### src/rtl/encoder_pkg.sv
// Shared types, constants and field-packing helpers for the ARM-style instruction encoder.
package encoder_pkg;

  localparam logic [3:0] COND_AL = 4'hE;

  localparam logic [1:0] ERR_NONE      = 2'd0;
  localparam logic [1:0] ERR_IMM       = 2'd1;
  localparam logic [1:0] ERR_MEM_RANGE = 2'd2;
  localparam logic [1:0] ERR_OPTYPE    = 2'd3;

  localparam logic [31:0] MEM_OFF_MAX = 32'd4095;

  typedef enum logic [1:0] {
    OP_DP  = 2'b00,
    OP_MEM = 2'b01,
    OP_BR  = 2'b10,
    OP_ILL = 2'b11
  } opType_t;

  typedef enum logic [1:0] {
    S_IDLE,
    S_SEARCH,
    S_OUT,
    S_ERR
  } state_t;

  typedef struct packed {
    logic [3:0]  cond;
    logic [1:0]  optype;
    logic [3:0]  cmd;
    logic        s;
    logic [3:0]  rn;
    logic [3:0]  rd;
    logic [3:0]  rm;
    logic [3:0]  rs;
    logic        src2Imm;
    logic [31:0] imm32;
    logic [1:0]  shiftType;
    logic        shiftReg;
    logic [4:0]  shiftAmt;
    logic        link;
    logic [23:0] bOffset;
  } fieldRec_t;

  // Magnitude of a two's-complement memory offset.
  function automatic logic [31:0] memMag(input logic [31:0] off);
    return off[31] ? (~off + 32'd1) : off;
  endfunction

  // immSrc2 is the {rot, imm8} pair found by the search; only used for DP immediates.
  function automatic logic [31:0] encodeWord(input fieldRec_t f, input logic [11:0] immSrc2);
    logic [31:0] w;
    logic [31:0] mag;
    w       = '0;
    mag     = memMag(f.imm32);
    w[31:28] = f.cond;
    w[27:26] = f.optype;
    case (f.optype)
      OP_DP: begin
        w[25]    = f.src2Imm;
        w[24:21] = f.cmd;
        w[20]    = f.s;
        w[19:16] = f.rn;
        w[15:12] = f.rd;
        if (f.src2Imm) begin
          w[11:0] = immSrc2;
        end else if (f.shiftReg) begin
          w[11:8] = f.rs;
          w[7]    = 1'b0;
          w[6:5]  = f.shiftType;
          w[4]    = 1'b1;
          w[3:0]  = f.rm;
        end else begin
          w[11:7] = f.shiftAmt;
          w[6:5]  = f.shiftType;
          w[4]    = 1'b0;
          w[3:0]  = f.rm;
        end
      end
      OP_MEM: begin
        w[25]    = 1'b0;
        w[24]    = 1'b1;
        w[23]    = ~f.imm32[31];
        w[22]    = f.cmd[1];
        w[21]    = 1'b0;
        w[20]    = f.cmd[0];
        w[19:16] = f.rn;
        w[15:12] = f.rd;
        w[11:0]  = mag[11:0];
      end
      OP_BR: begin
        w[25]   = 1'b1;
        w[24]   = f.link;
        w[23:0] = f.bOffset;
      end
      default: ;
    endcase
    return w;
  endfunction

endpackage

### src/rtl/arm_imm_fit.sv
// Checks whether a 32-bit value is an 8-bit constant rotated right by 2*rot.
module arm_imm_fit
  import encoder_pkg::*;
(
  input  logic [31:0] imm32,
  input  logic [3:0]  rot,
  output logic        fits,
  output logic [7:0]  imm8
);

  logic [4:0]  shAmt;
  logic [5:0]  backAmt;
  logic [31:0] rotated;

  // Rotating left by 2*rot undoes the encoding's rotate right; shift by 32 yields 0.
  always_comb begin
    shAmt   = {rot, 1'b0};
    backAmt = 6'd32 - {1'b0, shAmt};
    rotated = (imm32 << shAmt) | (imm32 >> backAmt);
    fits    = (rotated[31:8] == 24'd0);
    imm8    = rotated[7:0];
  end

endmodule

### src/rtl/instruction_encoder.sv
// Packs decoded instruction fields into 32-bit ARM-style words with sequential program addresses.
module instruction_encoder
  import encoder_pkg::*;
#(
  parameter int ADDR_W = 8
) (
  input  logic              clk,
  input  logic              rst,
  input  logic              in_valid,
  output logic              in_ready,
  input  logic [1:0]        in_optype,
  input  logic [3:0]        in_cond,
  input  logic [3:0]        in_cmd,
  input  logic              in_s,
  input  logic [3:0]        in_rn,
  input  logic [3:0]        in_rd,
  input  logic [3:0]        in_rm,
  input  logic [3:0]        in_rs,
  input  logic              in_src2_imm,
  input  logic [31:0]       in_imm32,
  input  logic [1:0]        in_shift_type,
  input  logic              in_shift_reg,
  input  logic [4:0]        in_shift_amt,
  input  logic              in_link,
  input  logic [23:0]       in_boffset,
  output logic              out_valid,
  input  logic              out_ready,
  output logic [31:0]       out_instr,
  output logic [ADDR_W-1:0] out_addr,
  output logic              err_valid,
  output logic [1:0]        err_code,
  input  logic              addr_clr
);

  state_t    state, nextState;
  fieldRec_t inRec, capRec;
  opType_t   inOp;
  logic      accept;
  logic [3:0] rot;
  logic      fits;
  logic [7:0] imm8;
  logic [1:0] idleErrCode;

  assign inOp  = opType_t'(in_optype);
  assign inRec = '{cond: in_cond, optype: in_optype, cmd: in_cmd, s: in_s,
                   rn: in_rn, rd: in_rd, rm: in_rm, rs: in_rs,
                   src2Imm: in_src2_imm, imm32: in_imm32,
                   shiftType: in_shift_type, shiftReg: in_shift_reg,
                   shiftAmt: in_shift_amt, link: in_link, bOffset: in_boffset};

  assign accept      = (state == S_IDLE) && in_valid;
  assign idleErrCode = (inOp == OP_ILL) ? ERR_OPTYPE : ERR_MEM_RANGE;

  arm_imm_fit u_immFit (
    .imm32 (capRec.imm32),
    .rot   (rot),
    .fits  (fits),
    .imm8  (imm8)
  );

  always_ff @(posedge clk or posedge rst) begin
    if (rst) state <= S_IDLE;
    else     state <= nextState;
  end

  always_comb begin
    nextState = state;
    case (state)
      S_IDLE: begin
        if (in_valid) begin
          if (inOp == OP_ILL || (inOp == OP_MEM && memMag(in_imm32) > MEM_OFF_MAX))
            nextState = S_ERR;
          else if (inOp == OP_DP && in_src2_imm)
            nextState = S_SEARCH;
          else
            nextState = S_OUT;
        end
      end
      S_SEARCH: begin
        if (fits)             nextState = S_OUT;
        else if (rot == 4'hF) nextState = S_ERR;
      end
      S_OUT:   if (out_ready) nextState = S_IDLE;
      S_ERR:   nextState = S_IDLE;
      default: nextState = S_IDLE;
    endcase
  end

  always_comb begin
    in_ready  = (state == S_IDLE);
    out_valid = (state == S_OUT);
    err_valid = (state == S_ERR);
  end

  // Capture stage: the record is only read while searching, so it needs no reset.
  always_ff @(posedge clk) begin
    if (accept) capRec <= inRec;
  end

  always_ff @(posedge clk or posedge rst) begin
    if (rst)                      rot <= 4'd0;
    else if (accept)              rot <= 4'd0;
    else if (state == S_SEARCH)   rot <= rot + 4'd1;
  end

  always_ff @(posedge clk or posedge rst) begin
    if (rst)
      out_instr <= 32'd0;
    else if (accept && nextState == S_OUT)
      out_instr <= encodeWord(inRec, 12'h000);
    else if (state == S_SEARCH && fits)
      out_instr <= encodeWord(capRec, {rot, imm8});
  end

  always_ff @(posedge clk or posedge rst) begin
    if (rst)
      err_code <= ERR_NONE;
    else if (nextState == S_ERR && state != S_ERR)
      err_code <= (state == S_SEARCH) ? ERR_IMM : idleErrCode;
  end

  // A clear outside OUT wins over everything, including a same-cycle accept.
  always_ff @(posedge clk or posedge rst) begin
    if (rst)
      out_addr <= '0;
    else if (state != S_OUT && addr_clr)
      out_addr <= '0;
    else if (state == S_OUT && out_ready)
      out_addr <= out_addr + 1'b1;
  end

endmodule
### config.mk
export PLATFORM = sky130hd
export DESIGN_NAME = instruction_encoder
export DESIGN_NICKNAME = d
export VERILOG_FILES = /design/src/rtl/encoder_pkg.sv /design/src/rtl/arm_imm_fit.sv /design/src/rtl/instruction_encoder.sv
export SDC_FILE = /design/constraint.sdc
export NUM_CORES = 1
export LEC_CHECK = 0
export BUFFER_PORTS_ARGS = -buffer_cell sky130_fd_sc_hd__buf_2
export CAP_MARGIN = 20
export CORE_AREA = 5 5 158 160
export DETAILED_ROUTE_END_ITERATION = 16
export DIE_AREA = 0 0 163 165
export PLACE_DENSITY = 0.69
export SLEW_MARGIN = 40
export SYNTH_ARGS = -nofsm -noshare
export SYNTH_HDL_FRONTEND = slang
export SYNTH_SLANG_ARGS = --single-unit
### constraint.sdc
create_clock -name clk -period 8.2 [get_ports clk]
set_input_delay 0.41 -clock clk [delete_from_list [all_inputs] [get_ports clk]]
set_output_delay 0.41 -clock clk [all_outputs]
set_load 0.05 [all_outputs]
==> results of run 1 <==
==> cell usage after synthesis (3+ instances only) <==
| cell | n | area [µm²] |
|---|---|---|
| or3_1 | 7 | 43.79 |
| buf_1 | 4 | 15.01 |
| xnor2_1 | 17 | 148.9 |
| o41ai_1 | 5 | 43.79 |
| and3_1 | 5 | 31.28 |
| buf_12 | 4 | 80.08 |
| a21oi_1 | 66 | 330.3 |
| o31ai_1 | 7 | 52.55 |
| buf_2 | 14 | 70.07 |
| nor2_1 | 87 | 326.6 |
| mux4_2 | 18 | 405.4 |
| o2111ai_1 | 3 | 26.28 |
| mux2_2 | 9 | 101.4 |
| o22ai_1 | 8 | 50.05 |
| nor4_2 | 3 | 37.54 |
| o211ai_1 | 5 | 37.54 |
| clkbuf_1 | 35 | 131.4 |
| and2_1 | 6 | 37.54 |
| buf_4 | 3 | 22.52 |
| nand4_1 | 7 | 43.79 |
| a22oi_1 | 15 | 112.6 |
| xor2_1 | 10 | 87.58 |
| a211oi_1 | 20 | 150.1 |
| nand2_1 | 60 | 225.2 |
| nor3_1 | 27 | 135.1 |
| mux2i_1 | 92 | 920.9 |
| a22o_1 | 4 | 35.03 |
| a21o_1 | 4 | 30.03 |
| a2bb2oi_1 | 3 | 26.28 |
| o21ai_0 | 57 | 285.3 |
| buf_6 | 7 | 78.83 |
| edfxtp_1 | 93 | 2793 |
| nand3_1 | 15 | 75.07 |
| ha_1 | 5 | 62.56 |
| nor4_1 | 14 | 87.58 |
| inv_1 | 28 | 105.1 |
| mux4_1 | 3 | 78.83 |
| nand2b_1 | 12 | 75.07 |
| dfrtp_1 | 48 | 1201 |
| a31oi_1 | 9 | 56.30 |
| nor2b_1 | 24 | 150.1 |
==> state kept, by name, indices dropped and copies added (netlist names) <==
register and count:
capRec 93, err_code 2, out_addr 8, out_instr 32
rot 4, state 2
==> where the power goes <==
| part | switching [W] | total, W | internal [W] |
|---|---|---|---|
| Clock | 0.000343 | 0.000779 | 0.000436 |
| Sequential | 0.000178 | 0.00116 | 0.000981 |
| Combinational | 0.00122 | 0.00188 | 0.000662 |
| Total | 0.00174 | 0.00382 | 0.00208 |
==> final cells by class <==
type | count | area, µm²
tap | 319 | 399.1
clock buffer | 20 | 479.2
antenna | 2 | 5.005
sequential | 141 | 3995
timing repair buffer | 152 | 793.3
inverter | 29 | 111.4
clock inverter | 12 | 112.6
multi-input combinational | 672 | 4768
fill | 2219 | 12600
==> worst register-to-register path, cell delays in order (launching register included) <==
cell       delay, ns
dfrtp_1         0.32
buf_4           0.36
inv_1           0.28
ha_2            0.77
buf_4           0.40
mux2i_1         0.27
o2bb2ai_1       0.13
a211oi_1        0.43
a211oi_1        0.14
a311oi_1        0.25
o21ai_1         0.15
nor4_4          0.25
buf_4           0.54
mux2i_1         0.32
mux2i_1         0.10
==> routing by layer <==
| metal | share of wire | wire, µm | vias up | track usage |
|---|---|---|---|---|
| li1 | - | - | 3641 | - |
| met1 | 0.41 | 11370 | 3828 | 0.2713 |
| met2 | 0.49 | 13410 | 372 | 0.3349 |
| met3 | 0.075 | 2075 | 57 | 0.04567 |
| met4 | 0.027 | 736 | 0 | 0.07129 |
| met5 | 0 | 0 | - | 0 |
==> logic make-up after synthesis <==
group,after synthesis,share of synthesized area
xor+xnor,27,0.02560
mux,122,0.1631
flops,141,0.4323
buf+inv,96,0.05485
fa+ha+maj,5,0.006771
compound gates,239,0.1674
simple gates,279,0.1501
==> worst max-delay path by stage <==
stage / slack [ns] / startpoint / end
floorplan: 3.31 / state[0] / out_instr[31]
global placement: 3.28 / rot[1] / out_instr[26]
detailed placement: 3.40 / rot[1] / out_instr[9]
CTS: 3.39 / rot[1] / out_instr[9]
global route: 2.97 / rot[1] / out_instr[9]
finish: 3.36 / rot[1] / out_instr[8]
==> per-stage QoR <==
stage / util / instance area, µm² / hold slack [ns] / instances / power (W)
floorplan: - / 9239 / 0.5089 / 909 / 0.002569
global placement: 0.4313 / 10030 / 0.4902 / 1312 / 0.003009
finish: 0.4584 / 10660 / 0.07272 / 1347 / 0.003823
detailed placement: 0.4326 / 10060 / 0.5108 / 1313 / 0.003033
global route: 0.4583 / 10660 / 0.1131 / 1346 / 0.004025
CTS: 0.4580 / 10660 / 0.08876 / 1345 / 0.003815
==> results.json, run 1 <==
{
  "synthArstFlopShare": 0.3404,
  "fin_ws_ns": 3.363,
  "port_buffers": 142,
  "synth_cell_types": 78,
  "drv_cap": 0,
  "crit_chain": "buf_4 > inv_1 > ha_2 > buf_4 > mux2i_1 > o2bb2ai_1 > a211oi_1 > a211oi_1 > a311oi_1 > o21ai_1 > nor4_4 > buf_4 > mux2i_1 > mux2i_1",
  "max_freq_ghz": 0.2067,
  "syn2layout_area_growth_pct": 15.43,
  "final_cell_mix": "buf_2, edfxtp_1, mux2i_1",
  "end_kind": "flip-flop",
  "gp_congestion": 0.9382,
  "critPathKind": "reg2reg",
  "p_leak_nw": 4.176,
  "final_max_slew_viol_count": 0,
  "powerDensity_mw_per_mm2": 358.5,
  "start_util": 0.3972,
  "timing.slew.headroom": 0.4319,
  "clock_latency_ns": 0.44,
  "min_path_type": "in2async",
  "timing.rr.start": "rot[1]",
  "drt-pass1-iter-count": 5,
  "crit_required_ns": 8.49,
  "path_buf_inv": 4,
  "crit_path_max_incr_delay_ns": 0.77,
  "clk_pin_slew_ns": 0.07,
  "cp_slowest_cell": "ha_2",
  "fin_skew_ns": 0.01319,
  "final_nets": 1116,
  "grt_antenna_before_repair": 1,
  "wirelength_um": 27590,
  "crit_family": "buffers and inverters",
  "die_h_um": 165,
  "ff2ff_setup_slack_ns": 3.36,
  "grt_use_total": 0.2053,
  "drt_iter0_drc": 1007,
  "grt_max_degree": 68,
  "std_cell_rows": 56,
  "finalCritPeriodShare": 0.5899,
  "grt_pass1_wl_um": 43410,
  "syn_avg_cell_area_um2": 10.16,
  "ant_nets": 0,
  "reg2reg_depth": 14,
  "ys.flop_type": "edfxtp_1",
  "crit_cells": 14,
  "pin_count": 143,
  "yosysSeqAreaShare": 0.4323,
  "mostFrequentLayoutCell": "buf_2",
  "htree_levels": 4,
  "die_w_um": 163,
  "cts_made_buffers": 17,
  "vias": 7898,
  "status": "complete, no violations",
  "clock_sinks": 141,
  "r2r_end": "out_instr[8]",
  "tns_ns": 0,
  "fp.dieArea_mm2": 0.02690,
  "worstMarginPinSlew_ns": 0.8521,
  "root_buffer": "clkbuf_16",
  "hold_violations": 0,
  "wl_per_cell_um": 20.48,
  "rsz0062_at_grt": "no",
  "critical_path_arrival_ns": 5.12,
  "drc": 0,
  "grt_pass1_vias": 7705,
  "synthesis.nets": 1012,
  "cts_tree": "built",
  "post-place-ws_ns": 3.405,
  "netlist_instances": 909,
  "cts-hold-fix-buffers": 0,
  "grt-ovfl-total": 0,
  "synth_edf_count": 93,
  "period_minus_slack_ns": 4.837,
  "post_cts_buffers": 0,
  "ir_drop_mv": 0.2061,
  "core_mm2": 0.02326,
  "cp_max_fo": 36,
  "yosys_warnings": 0,
  "dp_hpwl_um": 19500,
  "ys_seq_elements": 141,
  "clock_path_buffers": 2,
  "setup_viol_count_final": 0,
  "syn-cell-area_mm2": 0.009239,
  "layout-drive-gt1-share": 0.2261,
  "crit_path_start_kind": "flip-flop",
  "cts_resized": 0,
  "via_per_inst": 5.863
}
Power figures use the tool's default switching activity.
==> run 2, diff against run 1 <==
==> constraint.sdc (replaced) <==
create_clock -name clk -period 4.8 [get_ports clk]
set_input_delay 0.24 -clock clk [delete_from_list [all_inputs] [get_ports clk]]
set_output_delay 0.24 -clock clk [all_outputs]
set_load 0.05 [all_outputs]
==> run 2 against run 1 <==
The run now ends with hold timing left. Combinational power grew 74%. Register-to-register slack lost 2.8 ns. First-iteration DRC count shrank 2.8%. Largest cell class unchanged. Sequential share of layout area shrank 1.4 points. Critical path type unchanged. Sequential cell count is the same. Via count grew 2.4%. Non-clock buffer count grew 48. Largest power group unchanged. Utilization grew 1.8 points.
==> results.json, run 2 (synthesis gave the netlist of run 1 again) <==
{
  "grt_antenna_before_repair": 2,
  "core_mm2": 0.02326,
  "design_area_mm2": 0.01109,
  "syn2layout_area_growth_pct": 20.02,
  "min_path_type": "in2async",
  "setup_viol_count_final": 0,
  "p_leak_nw": 4.351,
  "root_buffer": "clkbuf_16",
  "grt_max_degree": 64,
  "port_buffers": 142,
  "layout.cells.non_filler": 1395,
  "regMostFlops": "capRec",
  "status": "finished with violations",
  "crit_path_max_incr_delay_ns": 0.60,
  "grt_use_total": 0.2027,
  "pin_count": 143,
  "final_max_slew_viol_count": 0,
  "rsz0062_at_grt": "no",
  "vias": 8084,
  "ir_drop_mv": 0.2987,
  "violations": "hold timing",
  "powerDensity_mw_per_mm2": 585.4,
  "r2r_end": "out_instr[26]",
  "place_area_mm2": 0.01010,
  "end_kind": "flip-flop",
  "fp.dieArea_mm2": 0.02690,
  "cp_max_fo": 35,
  "drt_iter0_drc": 979,
  "clock_path_buffers": 2,
  "final_nets": 1164,
  "grt_pass1_vias": 7696,
  "timing.rr.start": "rot[0]",
  "grt_pass1_wl_um": 43130,
  "htree_levels": 4,
  "finalCritPeriodShare": 0.8724,
  "wl_per_cell_um": 19.89,
  "std_cell_rows": 56,
  "max_freq_ghz": 0.2388,
  "dp_hpwl_um": 19190,
  "start_util": 0.3972,
  "dp.cells": 1319,
  "critical_path_arrival_ns": 4.48,
  "mostFrequentLayoutCell": "buf_2",
  "largest_reg_flops": 93,
  "cts_made_buffers": 17,
  "worstMarginPinSlew_ns": 0.7801,
  "clock_sinks": 141,
  "ant_nets": 0,
  "ff2ff_setup_slack_ns": 0.61,
  "post_cts_buffers": 0,
  "drt-pass1-iter-count": 5,
  "fin_skew_ns": 0.01579,
  "hold_violations": 31,
  "clock_latency_ns": 0.43,
  "die_h_um": 165,
  "cts_tree": "built",
  "drv_cap": 0,
  "timing.slew.headroom": 0.4799,
  "crit_path_start_kind": "flip-flop",
  "die_w_um": 163,
  "via_per_inst": 5.795,
  "wirelength_um": 27750,
  "drc": 0,
  "final_cell_mix": "buf_2, edfxtp_1, mux2i_1",
  "critPathKind": "reg2reg",
  "hold_slack_ns": -0.01327,
  "clk_pin_slew_ns": 0.08,
  "tns_ns": 0,
  "reg2reg_depth": 13,
  "period_minus_slack_ns": 4.188,
  "grt-ovfl-total": 0,
  "cp_slowest_cell": "ha_1",
  "crit_chain": "inv_2 > ha_1 > buf_4 > mux2i_1 > mux2_2 > nor2b_1 > nor3_1 > a311oi_1 > o21ai_1 > nor4_4 > buf_4 > mux2i_1 > a21oi_2",
  "reg_top3": "capRec x93, out_instr x32, out_addr x8",
  "power_w": 0.006491,
  "cts_resized": 0,
  "cts-hold-fix-buffers": 36,
  "layout-drive-gt1-share": 0.2225,
  "gp_congestion": 0.9594,
  "crit_required_ns": 5.10
}
## run 2: worst max-delay path: cells and delay by family (launching register included)
family / cells / cell delay [ns]
mux: 3 / 0.79
flops: 1 / 0.41
simple gates: 3 / 0.55
fa+ha+maj: 1 / 0.60
buf+inv: 3 / 1.19
compound gates: 3 / 0.49
## run 2: final cells by class
| type | instances | area, µm² |
|---|---|---|
| antenna | 2 | 5.005 |
| clock buffer | 17 | 425.4 |
| clock inverter | 15 | 128.9 |
| fill | 2180 | 12170 |
| inverter | 29 | 108.9 |
| multi-input combinational | 672 | 4773 |
| sequential | 141 | 3995 |
| tap | 319 | 399.1 |
| timing repair buffer | 200 | 1252 |
## run 2: through the flow
| stage | util | setup slack [ns] |
|---|---|---|
| 3_5_place_dp | 0.4342 | 0.6528 |
| 6_report | 0.4767 | 0.6125 |
| 5_1_grt | 0.4765 | 0.3250 |
| 3_3_place_gp | 0.4336 | 0.7666 |
| 4_1_cts | 0.4735 | 0.6320 |
| 2_1_floorplan | - | 1.070 |
## run 2: routing by layer
layer / track usage / share of wire
met5: 0 / 0.00040
met4: 0.07015 / 0.029
met3: 0.03394 / 0.071
met2: 0.3291 / 0.48
met1: 0.2764 / 0.42
## run 2: where the power goes
group	leakage, nW	switching (W)	internal [W]
clock	0.264	0.000574	0.000677
sequential	1.46	0.000288	0.00168
combinational	2.62	0.00210	0.00118
## run 2: worst max-delay path by stage
stage / slack (ns) / end / depth (start not counted) / startpoint
finish: 0.61 / out_instr[26] / 13 / rot[0]
floorplan: 1.07 / out_instr[31] / 9 / state[0]
CTS: 0.63 / out_instr[26] / 13 / rot[0]
global route: 0.32 / out_instr[27] / 13 / rot[0]
global placement: 0.77 / out_instr[26] / 13 / rot[0]
detailed placement: 0.65 / out_instr[27] / 13 / rot[0]
==> run 3, diff against run 2 <==
--- a/config.mk
+++ b/config.mk
@@ -5,11 +5,11 @@
 export SDC_FILE = /design/constraint.sdc
 export NUM_CORES = 1
 export LEC_CHECK = 0
-export BUFFER_PORTS_ARGS = -buffer_cell sky130_fd_sc_hd__buf_2
+export BUFFER_PORTS_ARGS = -buffer_cell sky130_fd_sc_hd__buf_4
 export CAP_MARGIN = 20
-export CORE_AREA = 5 5 158 160
+export CORE_AREA = 2 2 155 157
 export DETAILED_ROUTE_END_ITERATION = 16
-export DIE_AREA = 0 0 163 165
+export DIE_AREA = 0 0 157 159
 export PLACE_DENSITY = 0.69
 export SLEW_MARGIN = 40
 export SYNTH_ARGS = -nofsm -noshare
==> run 3 against run 2 <==
The flow now finishes without violations. Cell count rose by 0.14%. Combinational power grew 2%. Clock skew up 0.0026 ns. Utilization is 1.9 points higher. Power grew 1.9%. Sequential share of layout area fell by 1.3 points. Setup slack improved by 0.23 ns. Die area is 7.2% lower. Clock power about the same. Largest power group unchanged. Highest routed layer is now met4.
==> results.json, run 3 (synthesis gave the netlist of run 1 again) <==
{
  "grt_max_degree": 84,
  "die_w_um": 157,
  "fp.dieArea_mm2": 0.02496,
  "multiInputGateArea_mm2": 0.004766,
  "place_area_mm2": 0.01042,
  "htree_levels": 4,
  "layout-drive-gt1-share": 0.2161,
  "clock_latency_ns": 0.43,
  "std_cell_rows": 56,
  "end_kind": "flip-flop",
  "worstMarginPinSlew_ns": 0.8080,
  "final_cell_mix": "buf_4, edfxtp_1, mux2i_1",
  "mostFrequentLayoutCell": "buf_4",
  "regMostFlops": "capRec",
  "vias": 8189,
  "drc": 0,
  "fin_util": 0.4961,
  "reg_top3": "capRec x93, out_instr x32, out_addr x8",
  "clock_path_buffers": 2,
  "clock_sinks": 141,
  "cp_max_fo": 35,
  "hold_depth": 1,
  "layout.cells.non_filler": 1397,
  "wl_per_cell_um": 19.95,
  "fill_cells": 2125,
  "clk_pin_slew_ns": 0.07,
  "ff2ff_setup_slack_ns": 0.84,
  "critical_path_arrival_ns": 4.24,
  "cts_tree": "built",
  "die_h_um": 159,
  "p_leak_nw": 4.492,
  "grt-ovfl-total": 0,
  "grt_pass1_vias": 7964,
  "cts_made_buffers": 17,
  "timing.rr.start": "rot[0]",
  "grt_use_total": 0.2239,
  "syn2layout_area_growth_pct": 24.53,
  "r2r_end": "out_instr[9]",
  "hold_violations": 0,
  "timing.slew.headroom": 0.4613,
  "dp_hpwl_um": 19050,
  "reg2reg_depth": 13,
  "crit_start": "rot[0]",
  "design_area_mm2": 0.01150,
  "dp.cells": 1314,
  "pin_count": 143,
  "crit_path_start_kind": "flip-flop",
  "post_cts_buffers": 0,
  "drt_iter0_drc": 830,
  "ir_drop_mv": 0.2888,
  "port_buffers": 142,
  "cts_resized": 0,
  "gp_congestion": 0.9462,
  "start_util": 0.3984,
  "largest_reg_flops": 93,
  "via_per_inst": 5.862,
  "ant_nets": 0,
  "grt_antenna_before_repair": 0,
  "powerDensity_mw_per_mm2": 574.9,
  "core_mm2": 0.02319,
  "rsz0062_at_grt": "no",
  "period_minus_slack_ns": 3.960,
  "final_nets": 1168,
  "wirelength_um": 27870,
  "drt-pass1-iter-count": 8,
  "setup_viol_count_final": 0,
  "drv_cap": 0,
  "root_buffer": "clkbuf_16",
  "critPathKind": "reg2reg",
  "register_area_mm2": 0.003995,
  "grt_pass1_wl_um": 44020,
  "status": "complete, no violations",
  "max_freq_ghz": 0.2525,
  "fin_skew_ns": 0.01835,
  "endpoint": "out_instr[9]",
  "tns_ns": 0,
  "finalCritPeriodShare": 0.8250,
  "min_path_type": "in2reg",
  "antenna_cells": 0,
  "crit_required_ns": 5.08,
  "final_max_slew_viol_count": 0
}
-- run 3: area by class of cell --
cell class              count  share of cell area
clock buffers              19             0.03948
clock inverters            13             0.01001
inverters                  29            0.009679
multi-input cells         672              0.4142
flip-flops and latches    141              0.3473
well taps                 319             0.03469
repair buffers            204              0.1446
-- run 3: worst min path at each step --
stage	startpoint	slack (ns)	end
2_1_floorplan	in_boffset[0]	0.34	capRec[0]
3_3_place_gp	in_rd[3]	0.43	capRec[77]
3_5_place_dp	rst	0.38	out_instr[30]
4_1_cts	in_rm[0]	0.0004	capRec[70]
5_1_grt	in_boffset[0]	0.007	capRec[0]
6_report	in_cmd[0]	0.02	capRec[83]
-- run 3: timing repair --
item                                    CTS  global route
endpoints found under the setup margin    0             0
endpoints found under the hold margin    96             1
hold buffers                             49             1
-- run 3: layer usage --
layer	GRT usage	wire, µm	vias up
met5	0	0	-
met4	0.08590	954	0
met3	0.04790	1902	73
met2	0.3533	13220	379
met1	0.3016	11790	3988
li1	-	-	3749
-- run 3: critical path, stage by stage (launching register included) --
cell and delay, ns:
dfrtp_2 0.41, inv_2 0.30, ha_1 0.23, buf_4 0.34, mux2i_1 0.27, nor2_1 0.08, a211oi_1 0.42, a211oi_1 0.14
a311oi_1 0.24, o21ai_1 0.16, nor4_4 0.27, buf_4 0.53, mux2i_1 0.27, mux2i_1 0.09
-- run 3: stage by stage --
stage | total power [W] | setup slack [ns] | hold slack, ns
2_1_floorplan | 0.004378 | 1.070 | 0.3389
3_3_place_gp | 0.005258 | 0.8875 | 0.4254
3_5_place_dp | 0.005273 | 0.8909 | 0.3777
4_1_cts | 0.006585 | 0.8726 | 0.0003967
5_1_grt | 0.006938 | 0.5289 | 0.007245
6_report | 0.006614 | 0.8402 | 0.01820
-- run 3: power breakdown --
| part | internal (W) | switching [W] | total, W |
|---|---|---|---|
| clock | 0.000713 | 0.000565 | 0.00128 |
| sequential | 0.00168 | 0.000300 | 0.00198 |
| combinational | 0.00127 | 0.00209 | 0.00336 |
| total | 0.00366 | 0.00295 | 0.00661 |
